===== src/rtl/ifu_pkg.sv =====
// ifu_pkg: shared types and constants for the instruction fetch unit.
//   ifu_state_e : fetch FSM state (RUN, HALT)
//   FC_*        : fault cause encodings reported on fault_cause
//   PC_STEP     : sequential PC increment in bytes
//   NOP_INSTR   : canonical RISC-V NOP (addi x0, x0, 0) held in IF/ID after reset
package ifu_pkg;

  typedef enum logic {
    RUN  = 1'b0,
    HALT = 1'b1
  } ifu_state_e;

  localparam logic [1:0] FC_NONE     = 2'd0;
  localparam logic [1:0] FC_MISALIGN = 2'd1;
  localparam logic [1:0] FC_RANGE    = 2'd2;
  localparam logic [1:0] FC_ZERO     = 2'd3;

  localparam logic [63:0] PC_STEP   = 64'd4;
  localparam logic [31:0] NOP_INSTR = 32'h00000013;

endpackage


===== src/rtl/ifu_fault_check.sv =====
// ifu_fault_check: combinational fetch-fault classifier.
//   pc        in  64  address being fetched
//   instr     in  32  word returned for pc
//   fault_hit out  1  a fault is present on this fetch
//   cause     out  2  highest-priority fault cause (misaligned > range > zero)
// Parameter MEM_SIZE: instruction memory size in bytes (>= 4).
// Optional macro IFU_ZERO_INSTR_FAULT_EN: treat an all-zero word at an aligned,
// in-range PC as fault cause FC_ZERO.
module ifu_fault_check
  import ifu_pkg::*;
#(
  parameter logic [63:0] MEM_SIZE = 64'd4095
) (
  input  logic [63:0] pc,
  input  logic [31:0] instr,
  output logic        fault_hit,
  output logic [1:0]  cause
);

  // Highest byte address at which a full 32-bit word still fits.
  localparam logic [63:0] LAST_PC = MEM_SIZE - 64'd4;

`ifndef IFU_ZERO_INSTR_FAULT_EN
  logic unused_instr;
  assign unused_instr = ^instr;
`endif

  always_comb begin
    fault_hit = 1'b0;
    cause     = FC_NONE;
    if (pc[1:0] != 2'b00) begin
      fault_hit = 1'b1;
      cause     = FC_MISALIGN;
    end else if (pc > LAST_PC) begin
      fault_hit = 1'b1;
      cause     = FC_RANGE;
    end
`ifdef IFU_ZERO_INSTR_FAULT_EN
    else if (instr == 32'h0) begin
      fault_hit = 1'b1;
      cause     = FC_ZERO;
    end
`endif
  end

endmodule


===== src/rtl/instr_fetch_unit.sv =====
// instr_fetch_unit: IF stage owning the PC and the IF/ID register.
//   clk, reset     in      clock, synchronous active-high reset
//   imem_addr      out 64  fetch address (equals pc_q, combinational)
//   imem_instr     in  32  instruction word for imem_addr
//   stall          in   1  hold PC and IF/ID
//   branch_taken   in   1  redirect to branch_target, squash current fetch
//   branch_target  in  64  redirect PC
//   if_valid/if_pc/if_instr out  IF/ID register
//   fault/fault_cause/fault_pc out  sticky fault record
//   halted         out  1  FSM in HALT
// Parameters: RESET_PC, MEM_SIZE.
// Optional macro IFU_ZERO_INSTR_FAULT_EN (see ifu_fault_check).
module instr_fetch_unit
  import ifu_pkg::*;
#(
  parameter logic [63:0] RESET_PC = 64'h0,
  parameter logic [63:0] MEM_SIZE = 64'd4095
) (
  input  logic        clk,
  input  logic        reset,
  output logic [63:0] imem_addr,
  input  logic [31:0] imem_instr,
  input  logic        stall,
  input  logic        branch_taken,
  input  logic [63:0] branch_target,
  output logic        if_valid,
  output logic [63:0] if_pc,
  output logic [31:0] if_instr,
  output logic        fault,
  output logic [1:0]  fault_cause,
  output logic [63:0] fault_pc,
  output logic        halted
);

  ifu_state_e  state_q, state_d;
  logic [63:0] pc_q, pc_d;
  logic        if_valid_d;
  logic [63:0] if_pc_d;
  logic [31:0] if_instr_d;
  logic        fault_d;
  logic [1:0]  fault_cause_d;
  logic [63:0] fault_pc_d;

  logic        chk_hit;
  logic [1:0]  chk_cause;

  ifu_fault_check #(
    .MEM_SIZE(MEM_SIZE)
  ) u_fault_check (
    .pc        (pc_q),
    .instr     (imem_instr),
    .fault_hit (chk_hit),
    .cause     (chk_cause)
  );

  assign imem_addr = pc_q;
  assign halted    = (state_q == HALT);

  always_comb begin
    state_d       = state_q;
    pc_d          = pc_q;
    if_valid_d    = if_valid;
    if_pc_d       = if_pc;
    if_instr_d    = if_instr;
    fault_d       = fault;
    fault_cause_d = fault_cause;
    fault_pc_d    = fault_pc;
    case (state_q)
      RUN: begin
        // Redirect wins over stall and over any fault on the wrong-path fetch.
        if (branch_taken) begin
          pc_d       = branch_target;
          if_valid_d = 1'b0;
        end else if (stall) begin
          // hold everything
        end else if (chk_hit) begin
          fault_d       = 1'b1;
          fault_cause_d = chk_cause;
          fault_pc_d    = pc_q;
          if_valid_d    = 1'b0;
          state_d       = HALT;
        end else begin
          if_pc_d    = pc_q;
          if_instr_d = imem_instr;
          if_valid_d = 1'b1;
          pc_d       = pc_q + PC_STEP;
        end
      end
      HALT: begin
        if_valid_d = 1'b0;
      end
    endcase
  end

  always_ff @(posedge clk) begin
    if (reset) begin
      state_q     <= RUN;
      pc_q        <= RESET_PC;
      if_valid    <= 1'b0;
      if_pc       <= '0;
      if_instr    <= NOP_INSTR;
      fault       <= 1'b0;
      fault_cause <= FC_NONE;
      fault_pc    <= '0;
    end else begin
      state_q     <= state_d;
      pc_q        <= pc_d;
      if_valid    <= if_valid_d;
      if_pc       <= if_pc_d;
      if_instr    <= if_instr_d;
      fault       <= fault_d;
      fault_cause <= fault_cause_d;
      fault_pc    <= fault_pc_d;
    end
  end

endmodule


===== config.mk =====
export PLATFORM = sky130hd
export DESIGN_NAME = instr_fetch_unit
export DESIGN_NICKNAME = d
export VERILOG_FILES = /design/src/rtl/ifu_pkg.sv /design/src/rtl/ifu_fault_check.sv /design/src/rtl/instr_fetch_unit.sv
export SDC_FILE = /design/constraint.sdc
export NUM_CORES = 1
export LEC_CHECK = 0
export CAP_MARGIN = 20
export CELL_PAD_IN_SITES_DETAIL_PLACEMENT = 0
export CELL_PAD_IN_SITES_GLOBAL_PLACEMENT = 1
export CORE_ASPECT_RATIO = 2
export CORE_UTILIZATION = 34
export CTS_BUF_LIST = sky130_fd_sc_hd__clkbuf_4 sky130_fd_sc_hd__clkbuf_8 sky130_fd_sc_hd__clkbuf_16
export CTS_CLUSTER_SIZE = 25
export DETAILED_ROUTE_END_ITERATION = 12
export PLACE_DENSITY = 0.85
export SLEW_MARGIN = 15
export SYNTH_ARGS = -nofsm -noshare
export SYNTH_HDL_FRONTEND = slang
export SYNTH_SLANG_ARGS = --single-unit

===== constraint.sdc =====
create_clock -name clk -period 3.6 [get_ports clk]
set_clock_uncertainty 0.05 [all_clocks]
set_input_delay 0.36 -clock clk [delete_from_list [all_inputs] [get_ports clk]]
set_output_delay 0.36 -clock clk [all_outputs]
set_load 0.005 [all_outputs]

Word level (Yosys, flattened, before mapping)
Cells that the tools add are included.
{"block": "op_classes", "add_sub_neg": 1, "n_mul": 0, "div_mod_pow": 0, "magnitude_cmp": 1, "eq_ne": 3, "shift": 0, "mux": 15, "n_bitwise": 4, "n_reduce_logical": 4}
{"operator": "64-bit 2-to-1 mux", "n": 3}
{"operator": "64-bit by 3-bit adder with 64-bit output, second input constant", "n": 1}
{"operator": "64-bit by 12-bit > comparator with 1-bit output, second input constant", "n": 1}
{"operator": "1-bit 2-to-1 mux", "n": 9}
{"operator": "4-bit AND reduction", "n": 2}
{"operator": "2-bit 2-to-1 mux", "n": 2}
{"operator": "1-bit inverter", "n": 4}
{"operator": "3-bit != test, second input constant", "n": 1}
{"operator": "3-bit AND reduction", "n": 1}
{"operator": "2-bit by 1-bit != test with 1-bit output, second input constant", "n": 1}
{"operator": "2-bit != test, second input constant", "n": 1}
{"operator": "1-bit case mux with 2 select lines", "n": 1}
{"operator": "2-bit nonzero test", "n": 1}
{"block": "word_totals", "regBits": 229, "latch_bits": 0, "ramBits": 0, "rom_bits": 0, "output_inout_bits": 229, "memories": 0}

Logic depth before layout (Yosys ltp)
{"block": "depth", "depth_word": 7, "ltp_mapped": 11, "mapped_depth_nobuf": 8}

Cells and area by module
From an unflattened synthesis, not the netlist that was laid out.
{"block": "unflattened", "cells_unflattened": 1412, "area_unflattened_um2": 10506.3}
{"mod": "instr_fetch_unit", "n_inst": 1, "cells_per_inst": 1386, "area_per_inst_um2": 10343.7, "seq_area_each_um2": 4584.4}
{"mod": "ifu_fault_check", "n_inst": 1, "cells_per_inst": 26, "area_per_inst_um2": 162.7, "seq_area_each_um2": 0.0}

Least setup slack after synthesis
OpenSTA, ideal clock, no wires.
{"block": "synth_timing", "path_kind": "reg-to-reg", "startpoint": "reg pc_q[3], in the netlist imem_addr[3]", "endpoint": "reg if_pc[0]", "setup_time_ns": 0.115, "arrival_time_ns": 2.071, "path_slack_ns": 1.364, "stages_incl_launch_ff": 9, "period_less_slack_ns": 2.236, "path_cell_list": "dfxtp_1 > ha_1 > and3_1 > and3_1 > a211o_1 > nor3_4 > nor2_1 > clkbuf_1 > and2_1"}
{"block": "synth_between", "elab_chain_len": 5}
{"element": "start: declaration", "line": "instr_fetch_unit.sv:36", "text": "logic [63:0] pc_q, pc_d;"}
{"element": "start signal: assignment", "line": "instr_fetch_unit.sv:107", "text": "pc_q <= pc_d;"}
{"element": "64-bit by 12-bit > comparator with 1-bit output", "line": "ifu_fault_check.sv:34", "text": "end else if (pc > LAST_PC) begin"}
{"element": "1-bit 2-to-1 mux", "line": "ifu_fault_check.sv:34"}
{"element": "1-bit 2-to-1 mux", "line": "ifu_fault_check.sv:31", "text": "if (pc[1:0] != 2'b00) begin"}
{"element": "1-bit inverter (no line)"}
{"element": "4-bit AND reduction (no line)"}
{"element": "end signal: assignment", "line": "instr_fetch_unit.sv:109", "text": "if_pc <= if_pc_d;"}
{"element": "end: declaration", "line": "instr_fetch_unit.sv:27", "text": "output logic [63:0] if_pc,"}
Every way passes these cells.
A chain may end at the register's enable or synchronous reset.

Worst setup path in the final report
{"block": "layout_timing", "startpoint": "reg pc_q[2], in the netlist imem_addr[2]", "endpoint": "reg fault_pc[51]"}
{"block": "layout_between", "elab_chain_len": 4}
{"element": "64-bit by 12-bit > comparator with 1-bit output", "line": "ifu_fault_check.sv:34"}
{"element": "1-bit 2-to-1 mux", "line": "ifu_fault_check.sv:34"}
{"element": "1-bit 2-to-1 mux", "line": "ifu_fault_check.sv:31"}
{"element": "4-bit AND reduction (no line)"}
{"element": "end signal: assignment", "line": "instr_fetch_unit.sv:113", "text": "fault_pc <= fault_pc_d;"}
{"element": "end: declaration", "line": "instr_fetch_unit.sv:31", "text": "output logic [63:0] fault_pc,"}
Every way passes these cells.

==> results.yml <==
run_status:
  status: "complete, no violations"
routing:
  drc: 0
  routed_wl_um: 29960
  routed-via-count: 8211
  drt-pass1-iter-count: 5
  routedWlPerCell_um: 17.96
  first_iter_violations: 428
  vias_per_cell: 4.923
  drtAntennaViolNets: 0
global_route:
  gr-total-overflow: 0
  grt_pass1_vias: 7911
  grt_pass1_wl_um: 44850
  antenna_found_initial: 5
  track_usage_pct: 22.85
  grt_max_degree: 113
finish:
  multiInputGateArea_mm2: 0.003560
  area_delta_synth_final_pct: 51.74
  final_area_mm2: 0.01281
  stdcell_count: 1668
  drive_gt1_share_pct: 5.334
  fill_cells: 2272
  regArea_mm2: 0.004584
  nets: 1418
timing:
  slew_viol_final: 0
  rsz0062_at_grt: "no"
  max_freq_mhz: 328.5
  tightest_slew_ps: 889.0
  maxSlewHeadroom_pct: 40.74
  finalCriticalPeriod_ps: 3044
  hold_viol: 0
  timing.final.ws_setup_ps: 555.5
  setup_tns_ps: 0
  finalCritPeriodShare_pct: 84.57
  setup_viol: 0
yosys:
  avgSynthCellArea_um2: 8.317
  synthArstFlopShare_pct: 0
  synth_warnings: 0
  synth_top_area_cell: "dfxtp_1"
  synthCells: 1015
  synth_area_mm2: 0.008442
  synth.most_common_cell: "nand2_1"
  synth_flop_cell: "dfxtp_1"
  yosys-top-cells-count: "283 x nand2_1, 229 x dfxtp_1, 147 x a21oi_1"
  yosys.area.top_type_share_pct: 54.31
  yosysUniqueCellTypes: 51
  seq_area_frac_synth_pct: 54.31
  synthTopCellsByArea: "dfxtp_1 54%, nand2_1 13%, a21oi_1 8.7%, and2_1 4.1%, nand3_1 2.5%"
  syn_nets: 1117
  ys_ff_latch: 229
  synth_edf_count: 0
setup_path:
  crit_chain: "ha_1 -> and3_1 -> and3_1 -> a211oi_4 -> a21oi_4 -> buf_4 -> nand2_1 -> a21oi_1"
  critPathArrivalTime_ps: 3450
  cp-start-kind: "flip-flop"
  crit_type: "reg -> reg"
  critPathMostFrequentCell: "and3_1"
  r2r_cells: 8
  crit_slowest_cell: "a21oi_4"
  critPathMaxFanout: 35
  end_kind: "flip-flop"
  required_ps: 4000
  slowest_delay_ps: 670
cts:
  clk_pin_slew_worst_paths_ps: 70
  clkSinkCount: 229
  cts_max_level: 1
  insertion_delay_ps: 530
  cts_resized: 0
  clock_path_buffers: 3
  cts_root_buf: "clkbuf_16"
  cts_buffers: 22
  post_cts_buffers: 0
  ctsHoldBuffers: 0
  cts_tree: "done"
floorplan:
  placementRows: 81
  io_pins: 329
  start_util_pct: 34.56
  die_h_um: 224.8
  dieArea_mm2: 0.02550
  die-width_um: 113.4
  core_mm2: 0.02442
placed_design:
  port_buffers: 328
  place_inst: 1624
  dp_hpwl_um: 21470
  place.gp.congestion: 0.8421
  post_dp_cell_area_mm2: 0.01203
  post-place-ws_ps: 560.7
min_path:
  holdPathStages: 3
  min_path_type: "in -> reg"
power:
  ir_drop_v: 0.0004520
  leakage_nw: 4.410
  power.density_mw_per_mm2: 442.2
  total_power_w: 0.005665
flow_run:
  maxCapViolCount: 0
## report_power, final
part / switching, W / internal [W]
sequential: 0.0000683 / 0.00258
combinational: 0.000285 / 0.000268
clock: 0.00105 / 0.00141
## worst paths after layout
path	start	endpoint	slack (ps)
max	imem_addr[2]	fault_pc[51]	560
min	imem_instr[13]	if_instr[13]	320
max reg2reg	imem_addr[2]	fault_pc[51]	560
min reg2reg	fault_pc[45]	fault_pc[45]	400
## worst max-delay path, delay by kind of cell (launching register included)
family	cells	cell delay, ps
AO/OA/AOI/OAI	3	940
adder cells (fa/ha/maj)	1	280
buffers and inverters	1	500
flip-flops	1	510
AND/OR/NAND/NOR	3	630
## registers in the layout, indices dropped and copies added (netlist names)
| signal | cells |
|---|---|
| fault_cause | 2 |
| halted | 1 |
| if_instr | 32 |
| fault | 1 |
| if_valid | 1 |
| fault_pc | 64 |
| if_pc | 64 |
| imem_addr | 64 |
## through the flow
| stage | util [%] | hold WS (ps) |
|---|---|---|
| 5_1_grt | 52.45 | 326.4 |
| 4_1_cts | 52.39 | 306.1 |
| 3_3_place_gp | 49.25 | 391.6 |
| 6_report | 52.45 | 322.9 |
| 3_5_place_dp | 49.25 | 392.7 |
| 2_1_floorplan | - | 402.7 |
## kinds of logic (layout without fill, tap and decap cells)
group                    Yosys count  count (layout)  synth area share [%]
XOR/XNOR                           5               5                0.5187
flip-flops                       229             229                 54.31
adder cells (fa/ha/maj)            2               2                0.2964
multiplexers                       2               2                0.2372
AO/OA/AOI/OAI                    217             217                 14.96
AND/OR/NAND/NOR                  480             480                 25.77
buffers and inverters             80             396                 3.913
other                              0               5                     0
## cell usage in the layout (no fill, tap or decap), types with 3 or more instances in the layout
cell	count
clkinv_4	3
and2_1	55
nand4_1	6
a21oi_1	147
nor2b_1	5
or3_1	4
nor4_1	13
and3_1	8
and4_1	3
a31oi_1	3
clkinvlp_4	3
nand3_1	42
diode_2	5
nor2_1	33
a211oi_1	9
a311oi_1	5
dfxtp_1	229
inv_1	7
clkbuf_16	22
nor3_1	14
xor2_1	4
nand2_1	283
bufinv_16	3
o41ai_1	5
buf_4	22
o31ai_1	5
nand2b_1	3
clkdlybuf4s50_1	326
a211o_1	3
a22oi_1	12
o21ai_0	13
## layout make-up
class / count / share of cell area, %
repair buffers: 350 / 26.89
diodes: 5 / 0.09768
clock buffers: 26 / 4.630
inverters: 7 / 0.2051
multi-input cells: 706 / 27.79
well taps: 332 / 3.243
clock inverters: 13 / 1.358
flip-flops and latches: 229 / 35.79
## layer usage
layer  GRT usage [%]  part of all wire (%)
met3           4.662                   5.8
met1           22.72                    35
met2           43.46                    54
met5               0                     0
met4           12.44                   4.6
(Power assumes the default switching activity.)
